## config.mk

```make
export PLATFORM = sky130hd
export DESIGN_NAME = pipe_hazard_ctrl
export DESIGN_NICKNAME = d
export VERILOG_FILES = /design/src/rtl/pipe_ctrl_pkg.sv /design/src/rtl/pipe_fwd_unit.sv /design/src/rtl/pipe_hazard_ctrl.sv
export SDC_FILE = /design/constraint.sdc
export NUM_CORES = 1
export LEC_CHECK = 0
export BUFFER_PORTS_ARGS = -buffer_cell sky130_fd_sc_hd__clkbuf_2
export CAP_MARGIN = 10
export CORE_MARGIN = 4
export CORE_UTILIZATION = 36
export CTS_CLUSTER_DIAMETER = 100
export CTS_CLUSTER_SIZE = 40
export DETAILED_ROUTE_END_ITERATION = 6
export PLACE_DENSITY = 0.81
export SLEW_MARGIN = 20
export SYNTH_ARGS = -nofsm -noshare
export SYNTH_HDL_FRONTEND = slang
export SYNTH_SLANG_ARGS = --single-unit
```

## constraint.sdc

```tcl
create_clock -name clk -period 4.1 [get_ports clk]
set_clock_uncertainty 0.2 [all_clocks]
set_input_delay 1.23 -clock clk [delete_from_list [all_inputs] [get_ports clk]]
set_output_delay 1.23 -clock clk [all_outputs]
set_load 0.02 [all_outputs]
```

## src/rtl/pipe_ctrl_pkg.sv

```systemverilog
// Shared definitions for the pipeline hazard/sequencing controller.
//   ctrl_state_e : FSM state encodings (RUN, LU_STALL, BR_FLUSH), also visible on ctrl_state
//   FWD_*        : EX operand-forwarding select encodings
//   REG_X0       : architectural zero register, never a hazard or forwarding source
package pipe_ctrl_pkg;

    typedef enum logic [1:0] {
        ST_RUN      = 2'b00,
        ST_LU_STALL = 2'b01,
        ST_BR_FLUSH = 2'b10
    } ctrl_state_e;

    localparam logic [1:0] FWD_REG = 2'b00;  // register file value
    localparam logic [1:0] FWD_MEM = 2'b01;  // EX/MEM ALU result
    localparam logic [1:0] FWD_WB  = 2'b10;  // WB write-back data

    localparam logic [4:0] REG_X0 = 5'd0;

endpackage

```

## src/rtl/pipe_fwd_unit.sv

```systemverilog
// EX-stage operand-forwarding select generator (purely combinational).
// Ports:
//   ex_rs1, ex_rs2      : source registers of the instruction in EX
//   mem_rd/mem_wr       : destination and write flag of the instruction in MEM
//   mem_is_load         : MEM instruction is a load (its data is not ready yet)
//   wb_rd/wb_wr         : destination and write flag of the instruction in WB
//   fwd_a, fwd_b        : operand A/B selects (FWD_REG / FWD_MEM / FWD_WB)
module pipe_fwd_unit
    import pipe_ctrl_pkg::*;
(
    input  logic [4:0] ex_rs1,
    input  logic [4:0] ex_rs2,
    input  logic [4:0] mem_rd,
    input  logic       mem_wr,
    input  logic       mem_is_load,
    input  logic [4:0] wb_rd,
    input  logic       wb_wr,
    output logic [1:0] fwd_a,
    output logic [1:0] fwd_b
);

    logic [4:0] src   [2];
    logic [1:0] sel   [2];

    assign src[0] = ex_rs1;
    assign src[1] = ex_rs2;

    // The younger producer (MEM) wins over WB. A load in MEM has no result
    // yet, so it falls through to WB (load-use stalling covers the gap).
    genvar gi;
    generate
        for (gi = 0; gi < 2; gi++) begin : g_operand
            always_comb begin
                sel[gi] = FWD_REG;
                if (mem_wr && (mem_rd != REG_X0) && (mem_rd == src[gi]) && !mem_is_load)
                    sel[gi] = FWD_MEM;
                else if (wb_wr && (wb_rd != REG_X0) && (wb_rd == src[gi]))
                    sel[gi] = FWD_WB;
            end
        end
    endgenerate

    assign fwd_a = sel[0];
    assign fwd_b = sel[1];

endmodule

```

## src/rtl/pipe_hazard_ctrl.sv

```systemverilog
// Hazard and sequencing controller for a 5-stage IF/ID/EX/MEM/WB pipeline.
// Detects load-use hazards (inserting LU_BUBBLES bubbles), flushes wrong-path
// instructions when a taken branch resolves in MEM, and drives EX forwarding.
// Ports:
//   clk, rst (async, active low)
//   id_*  : ID-stage source registers and use flags
//   ex_*  : EX-stage sources, destination, load flag
//   mem_* : MEM-stage destination/write/load flags and taken-branch indication
//   wb_*  : WB-stage destination and write flag
//   pc_stall, if_id_stall, if_id_flush, id_ex_flush, ex_mem_flush : pipeline register controls
//   fwd_a, fwd_b : EX operand forwarding selects
//   ctrl_state   : current FSM state (debug)
// Optional build macro PIPE_PERF_CNT_EN adds stall_cnt / flush_cnt outputs.
module pipe_hazard_ctrl
    import pipe_ctrl_pkg::*;
#(
    parameter int LU_BUBBLES = 1,   // 1..3
    parameter int CNT_W      = 32
)(
    input  logic             clk,
    input  logic             rst,
    input  logic [4:0]       id_rs1,
    input  logic [4:0]       id_rs2,
    input  logic             id_use_rs1,
    input  logic             id_use_rs2,
    input  logic [4:0]       ex_rs1,
    input  logic [4:0]       ex_rs2,
    input  logic [4:0]       ex_rd,
    input  logic             ex_is_load,
    input  logic [4:0]       mem_rd,
    input  logic             mem_wr,
    input  logic             mem_is_load,
    input  logic             mem_is_branch,
    input  logic [4:0]       wb_rd,
    input  logic             wb_wr,
    output logic             pc_stall,
    output logic             if_id_stall,
    output logic             if_id_flush,
    output logic             id_ex_flush,
    output logic             ex_mem_flush,
    output logic [1:0]       fwd_a,
    output logic [1:0]       fwd_b,
    output logic [1:0]       ctrl_state
`ifdef PIPE_PERF_CNT_EN
    ,
    output logic [CNT_W-1:0] stall_cnt,
    output logic [CNT_W-1:0] flush_cnt
`endif
);

    // Remaining stall cycles after the current one while in LU_STALL.
    localparam logic [1:0] LU_LOAD = 2'(LU_BUBBLES - 1);

    ctrl_state_e state_q, state_d;
    logic [1:0]  cnt_q, cnt_d;

    logic lu_hit;
    logic stall_c, flush_c;
    logic [1:0] fwd_a_c, fwd_b_c;

    assign lu_hit = ex_is_load && (ex_rd != REG_X0) &&
                    ((id_use_rs1 && (id_rs1 == ex_rd)) ||
                     (id_use_rs2 && (id_rs2 == ex_rd)));

    // stall_c: pc_stall + if_id_stall + id_ex_flush (bubble into EX)
    // flush_c: if_id_flush + id_ex_flush + ex_mem_flush (wrong-path squash)
    always_comb begin
        state_d = state_q;
        cnt_d   = cnt_q;
        stall_c = 1'b0;
        flush_c = 1'b0;
        unique case (state_q)
            ST_RUN: begin
                if (mem_is_branch) begin
                    flush_c = 1'b1;
                    state_d = ST_BR_FLUSH;
                end else if (lu_hit) begin
                    stall_c = 1'b1;
                    if (LU_BUBBLES > 1) begin
                        cnt_d   = LU_LOAD;
                        state_d = ST_LU_STALL;
                    end
                end
            end
            ST_LU_STALL: begin
                // A taken branch squashes the stalled instructions anyway,
                // so the remaining bubbles are abandoned.
                if (mem_is_branch) begin
                    flush_c = 1'b1;
                    cnt_d   = 2'd0;
                    state_d = ST_BR_FLUSH;
                end else begin
                    stall_c = 1'b1;
                    cnt_d   = cnt_q - 2'd1;
                    if (cnt_q <= 2'd1) begin
                        cnt_d   = 2'd0;
                        state_d = ST_RUN;
                    end
                end
            end
            // MEM and ID hold bubbles this cycle: nothing to evaluate.
            ST_BR_FLUSH: state_d = ST_RUN;
            default:     state_d = ST_RUN;
        endcase
    end

    always_ff @(posedge clk or negedge rst) begin
        if (!rst) begin
            state_q <= ST_RUN;
            cnt_q   <= 2'd0;
        end else begin
            state_q <= state_d;
            cnt_q   <= cnt_d;
        end
    end

    pipe_fwd_unit u_fwd (
        .ex_rs1      (ex_rs1),
        .ex_rs2      (ex_rs2),
        .mem_rd      (mem_rd),
        .mem_wr      (mem_wr),
        .mem_is_load (mem_is_load),
        .wb_rd       (wb_rd),
        .wb_wr       (wb_wr),
        .fwd_a       (fwd_a_c),
        .fwd_b       (fwd_b_c)
    );

    // All controls are forced inactive while reset is asserted.
    assign pc_stall     = rst & stall_c;
    assign if_id_stall  = rst & stall_c;
    assign id_ex_flush  = rst & (stall_c | flush_c);
    assign if_id_flush  = rst & flush_c;
    assign ex_mem_flush = rst & flush_c;
    assign fwd_a        = rst ? fwd_a_c : FWD_REG;
    assign fwd_b        = rst ? fwd_b_c : FWD_REG;
    assign ctrl_state   = state_q;

`ifdef PIPE_PERF_CNT_EN
    logic [CNT_W-1:0] stall_cnt_q, flush_cnt_q;

    // Counters wrap naturally at all-ones. ex_mem_flush only rises on an
    // accepted taken branch, so it marks each counted flush.
    always_ff @(posedge clk or negedge rst) begin
        if (!rst) begin
            stall_cnt_q <= '0;
            flush_cnt_q <= '0;
        end else begin
            if (pc_stall)     stall_cnt_q <= stall_cnt_q + 1'b1;
            if (ex_mem_flush) flush_cnt_q <= flush_cnt_q + 1'b1;
        end
    end

    assign stall_cnt = stall_cnt_q;
    assign flush_cnt = flush_cnt_q;
`endif

endmodule
```

### After elaboration in Yosys (flattened, before gate mapping)

Cells that the tools add are included.

| operators by class | value |
|---|---|
| muxes and demuxes | 18 |
| magnitude comparators | 1 |
| reduce and logical (&&, ||, !) cells | 20 |
| $add $sub $neg | 1 |
| bitwise gates (word level) | 4 |
| eq/ne operators | 9 |

Operators by type and width:

| operator | number |
|---|---|
| $eq A5 B5 Y1 | 6 |
| $mux W2 | 11 |
| $reduce_bool A5 Y1 | 3 |
| $logic_and A1 B1 Y1 | 12 |
| $mux W1 | 5 |
| $pmux W2 S2 | 1 |
| $and A1 B1 Y1 | 3 |
| $ne A3 B3 Y1 const B | 1 |
| $eq A2 B1 Y1 const B | 1 |
| $le A2 B1 Y1 const B | 1 |
| $logic_not A2 Y1 | 1 |
| $ne A2 B2 Y1 const B | 1 |
| $pmux W1 S2 | 1 |
| $reduce_and A2 Y1 | 1 |
| $reduce_or A2 Y1 | 1 |
| $sub A2 B1 Y2 const B | 1 |
| $logic_not A1 Y1 | 1 |
| $logic_or A1 B1 Y1 | 1 |
| $or A1 B1 Y1 | 1 |

| word-level totals | value |
|---|---|
| logic and storage cells | 55 |
| output and inout bits | 11 |
| bits in registers | 4 |
| input port bits | 44 |

### Depth between registers and ports, before layout

| logic depth | value |
|---|---|
| word-level depth | 9 |
| gate-level depth with buffers | 5 |
| gate-level depth less buffers | 4 |

### Hierarchy

A second synthesis with hierarchy kept.

| second synthesis, totals | value |
|---|---|
| cells, all modules | 66 |
| area, all modules | 509.2 um^2 |

By module, submodules not included:

| module | seq. area each (um^2) | cells each | times used | area an instance (um^2) |
|---|---|---|---|---|
| pipe_fwd_unit | 0.0 | 35 | 1 | 264.0 |
| pipe_hazard_ctrl | 25.0 | 31 | 1 | 245.2 |

### Worst setup path before layout

Ideal clock, no wire load.

| path | value |
|---|---|
| path type | input port to output port |
| start | input ex_rd[4] |
| end | output pc_stall |
| required time | 2670 ps |
| setup slack | 85 ps |
| buffers on the path | 1 |
| data arrival time | 2585 ps |
| stages | 5 |
| cells stage by stage | xor2_1 -> nor4_1 -> a32oi_1 -> nor3_1 -> buf_4 |

| on the way | value |
|---|---|
| word-level cells in the longest chain between the ends | 8 |
| elaborated cells between the ends (all ways) | 12 |
| those cells by class | eq/ne: 2; mux: 3; bitwise: 1; reduce/logical: 6 |

Ends and longest elaborated chain:

| item | RTL line | source |
|---|---|---|
| from (decl) | pipe_hazard_ctrl.sv:28 | `input logic [4:0] ex_rd,` |
| $eq A5 B5 Y1, on equally long branches | pipe_hazard_ctrl.sv:62, pipe_hazard_ctrl.sv:63 |  |
| $logic_and A1 B1 Y1, on equally long branches | pipe_hazard_ctrl.sv:62, pipe_hazard_ctrl.sv:63 |  |
| $logic_or A1 B1 Y1 | pipe_hazard_ctrl.sv:62 | `((id_use_rs1 && (id_rs1 == ex_rd)) \|\|` |
| $logic_and A1 B1 Y1 * | pipe_hazard_ctrl.sv:61 | `assign lu_hit = ex_is_load && (ex_rd != REG_X0) &&` |
| $mux W1 * | pipe_hazard_ctrl.sv:77 | `end else if (lu_hit) begin` |
| $mux W1 * | pipe_hazard_ctrl.sv:74 | `if (mem_is_branch) begin` |
| $pmux W1 S2 * | pipe_hazard_ctrl.sv:72 | `unique case (state_q)` |
| $and A1 B1 Y1 * | n/a |  |
| to (decl) | pipe_hazard_ctrl.sv:36 | `output logic pc_stall,` |

Every way passes the cells marked *; elsewhere a longest branch is shown, timed or not.

### Final worst setup path

| path | value |
|---|---|
| start | input mem_rd[2] |
| end | output fwd_a[1] |

| on the way | value |
|---|---|
| word-level cells in the longest chain between the ends | 6 |
| elaborated cells between the ends (all ways) | 7 |
| those cells by class | eq/ne: 1; mux: 2; reduce/logical: 4 |

Ends and longest elaborated chain:

| item | RTL line | source |
|---|---|---|
| from (decl) | pipe_hazard_ctrl.sv:30 | `input logic [4:0] mem_rd,` |
| $reduce_bool A5 Y1 | pipe_fwd_unit.sv:35 | `if (mem_wr && (mem_rd != REG_X0) && (mem_rd == src[gi]) && !mem_is_load)` |
| $logic_and A1 B1 Y1 | pipe_fwd_unit.sv:35 |  |
| $logic_and A1 B1 Y1 * (2 in series) | pipe_fwd_unit.sv:35 |  |
| $mux W2 * | pipe_fwd_unit.sv:35 |  |
| $mux W2 * | pipe_hazard_ctrl.sv:135 | `assign fwd_a = rst ? fwd_a_c : FWD_REG;` |
| to (decl) | pipe_hazard_ctrl.sv:41 | `output logic [1:0] fwd_a,` |

Marks and branches as above.

==> results.md <==
- Outcome: completed
- Global route total overflow: 0
- VDD IR max: 39.46 uV
- Leakage: roughly 0.0004 uW
- Netlist Area Pre-Place: between 400 and 500 um^2
- Max reg flops: 1
- Met2 WL: between 600 and 700 um
- Critical path type: primary input to output pin
- Routed WL: 1.446 mm
- M1 wire length: approximately 500 um
- Die area: between 0.002 and 0.0025 mm^2
- Fin crit period: approximately 4000 ps
- Layout cell share with drive strength beyond 1: between 50% and 60%
- Via count: 610
- Post-DP HPWL: roughly 1.4 mm
- Post-synth cell types: 20
- I/O pins: 55
- Num rows: 13
- Worst-Skew Late Latency: 0 ps
- First-pass GRT wire length: around 2.1 mm
- Non-Filler Instances: about 130
- Internal power: 44.95 uW
- Worst path bufs/invs: 2
- Routed length per instance: 11.48 um
- IO Port Bufs: 53
- Number of iterations in the first detailed-routing pass: 1
- Final setup violation count: 0
- Peak fanout along the critical path: 3
- Post-Syn Instances: 61
- FF+latch count, synth: 1
- Commonest non-fill, non-tap cell in the layout: clkbuf_2
- R2R depth: 1
- Met3 WL: approximately 260 um
- Core ar.: roughly 0.0013 mm^2
- DR top layer: met3
- Hold Path Depth: 1
- Sequential element share of the synthesized area: a little over 5%
- Clock share of power: 0%
- Gate power share: approximately 86%
- Most used cell, CP: clkbuf_2
- Power Dens Cells: about 100 mW/mm^2
- FF/Latch Area: approximately 25 um^2
- Hold Crit Class: flip-flop to flip-flop
- Diode count: 0
- Critical Path Source Type: primary input
- Placed cells: between 100 and 150
- Initial antenna violation count: 0
- CP max-delay cell: or4_1
- Crit-path max cell delay: ~540 ps
- Timing-limited maximum frequency: between 200 and 250 MHz
- Part of the power in registers: approximately 14%
- Syn nets: about 110
- NetSw: roughly 34 uW
- 1st-iter DRT viols: 0
- Area growth, synth to finish: 53.27%
- Hold_buf cts: 0
- GRT Util Overall: 13.13%
- # DRC: 0
- Cell chain of the critical path: clkbuf_2, or4_1, o21ai_2, nor4_1, nor4_2, clkbuf_2
- RSZ-0062 raised after global routing: no
- Setup_tns: 0 ps
- Critical Path RT: roughly 2700 ps
- Vias in the first global route: 585
- Commonest non-fill, non-tap cells in the layout: clkbuf_2, xor2_1, xnor2_1
- CP endpoint kind: output pin
- Ys Warns: 0
- Synthesized area per cell: a little over 8 um^2
- # fillers: 113
- Endpoints failing hold: 0
- Crit-path leading delay family: simple AND/OR/NAND/NOR gates
- Post-route ant nets: 0
- Fin. max-slew vios: 0
- GP Congestion: between 0.7 and 0.8
- Max-Cap Viols: 0
- Crit path DAT: approximately 2600 ps
- Pin count of the biggest net entering global routing: 7
- Starting Density: 38.27%
- Crit path depth: 6
- Worst-path clk slew: 0 ps
- Multi-input gate area: 450.4 um^2
- Switch share: between 40% and 50%
- Vias per inst: ~4.8
- NumNets Final: between 150 and 200
- Final worst path period share: 97.97%
- Die height: between 40 and 50 um
- Die Span X: 45.19 um
## cells in the mapped netlist
library cell,count,area (um^2)
a32oi_1,1,8.760
and2_0,1,6.260
and2_2,2,15.01
and3_1,1,6.260
buf_4,3,22.52
conb_1,1,3.750
dfrtp_1,1,25.02
inv_1,1,3.750
nand3_1,2,10.01
nor2b_1,2,12.51
nor3_1,1,5.000
nor4_1,4,25.02
nor4_2,2,25.02
o2111ai_1,1,8.760
o211ai_1,1,7.510
o21ai_1,1,5.000
o21bai_1,1,7.510
or4_1,5,37.54
xnor2_1,8,70.07
xor2_1,22,192.7
## path summary, 6_finish.rpt
| check | startpoint | endpoint | slack (ps) |
|---|---|---|---|
| max | mem_rd[2] | fwd_a[1] | 80 |
| min | ctrl_state[1]$_DFFE_PN0P_ | ctrl_state[1]$_DFFE_PN0P_ | 250 |
| max reg2reg | ctrl_state[1]$_DFFE_PN0P_ | ctrl_state[1]$_DFFE_PN0P_ | 3340 |
| min reg2reg | ctrl_state[1]$_DFFE_PN0P_ | ctrl_state[1]$_DFFE_PN0P_ | 250 |
| max in group asynchronous | rst | ctrl_state[1]$_DFFE_PN0P_ | 2730 |
| min in group asynchronous | rst | ctrl_state[1]$_DFFE_PN0P_ | 840 |
## stage by stage
stage / utilization (%) / setup WS (ps) / hold slack [ps] / cell area [um^2] / power, uW
6_report: 58.65 / 83.28 / 245.8 / 763.2 / 79.33
5_1_grt: 58.65 / 11.42 / 274.5 / 763.2 / 86.12
4_1_cts: 58.37 / 55.74 / 249.7 / 759.5 / 79.70
3_5_place_dp: 58.37 / 58.37 / 248.4 / 759.5 / 79.44
3_3_place_gp: 58.37 / 101.5 / 235.6 / 759.5 / 78.43
2_1_floorplan: - / 85.10 / 354.3 / 498.0 / 44.37
## cell families (layout without fill, tap and decap cells)
| logic type | after synthesis | in the layout | synth area share, % |
|---|---|---|---|
| xor gates and xnor gates | 30 | 30 | 52.76 |
| DFF | 1 | 1 | 5.024 |
| and+or+nand+nor | 20 | 20 | 28.64 |
| AOI/OAI and AO/OA | 5 | 5 | 7.538 |
| buffers and inverters | 4 | 54 | 5.275 |
| other | 1 | 1 | 0.7530 |
## repair_timing
item / in CTS / in global routing
resized for setup: 0 / 2
buffers inserted: 0 / 0
endpoints found under the setup margin: 0 / 1
## per-layer routing
metal / vias up / global-route usage, %
li1: 318 / -
met1: 247 / 13.95
met2: 45 / 27.40
met3: 0 / 2.390
met4: 0 / 0
met5: - / 0
## area by class of cell
class	instances	share of cell area, %
inverter	1	0.4918
multi-input combinational	56	59.02
sequential	1	3.279
tap	15	2.459
timing repair buffer	53	34.75
## power by group through the flow
stage	Sequential (uW)	Combinational, uW	Clock, uW
3_3_place_gp	11.1	67.3	0
5_1_grt	11.3	74.8	0
3_5_place_dp	11.2	68.2	0
4_1_cts	11.2	68.5	0
2_1_floorplan	12.0	32.3	0
6_report	11.2	68.1	0
Note: power is estimated with default switching activity, not from simulation.
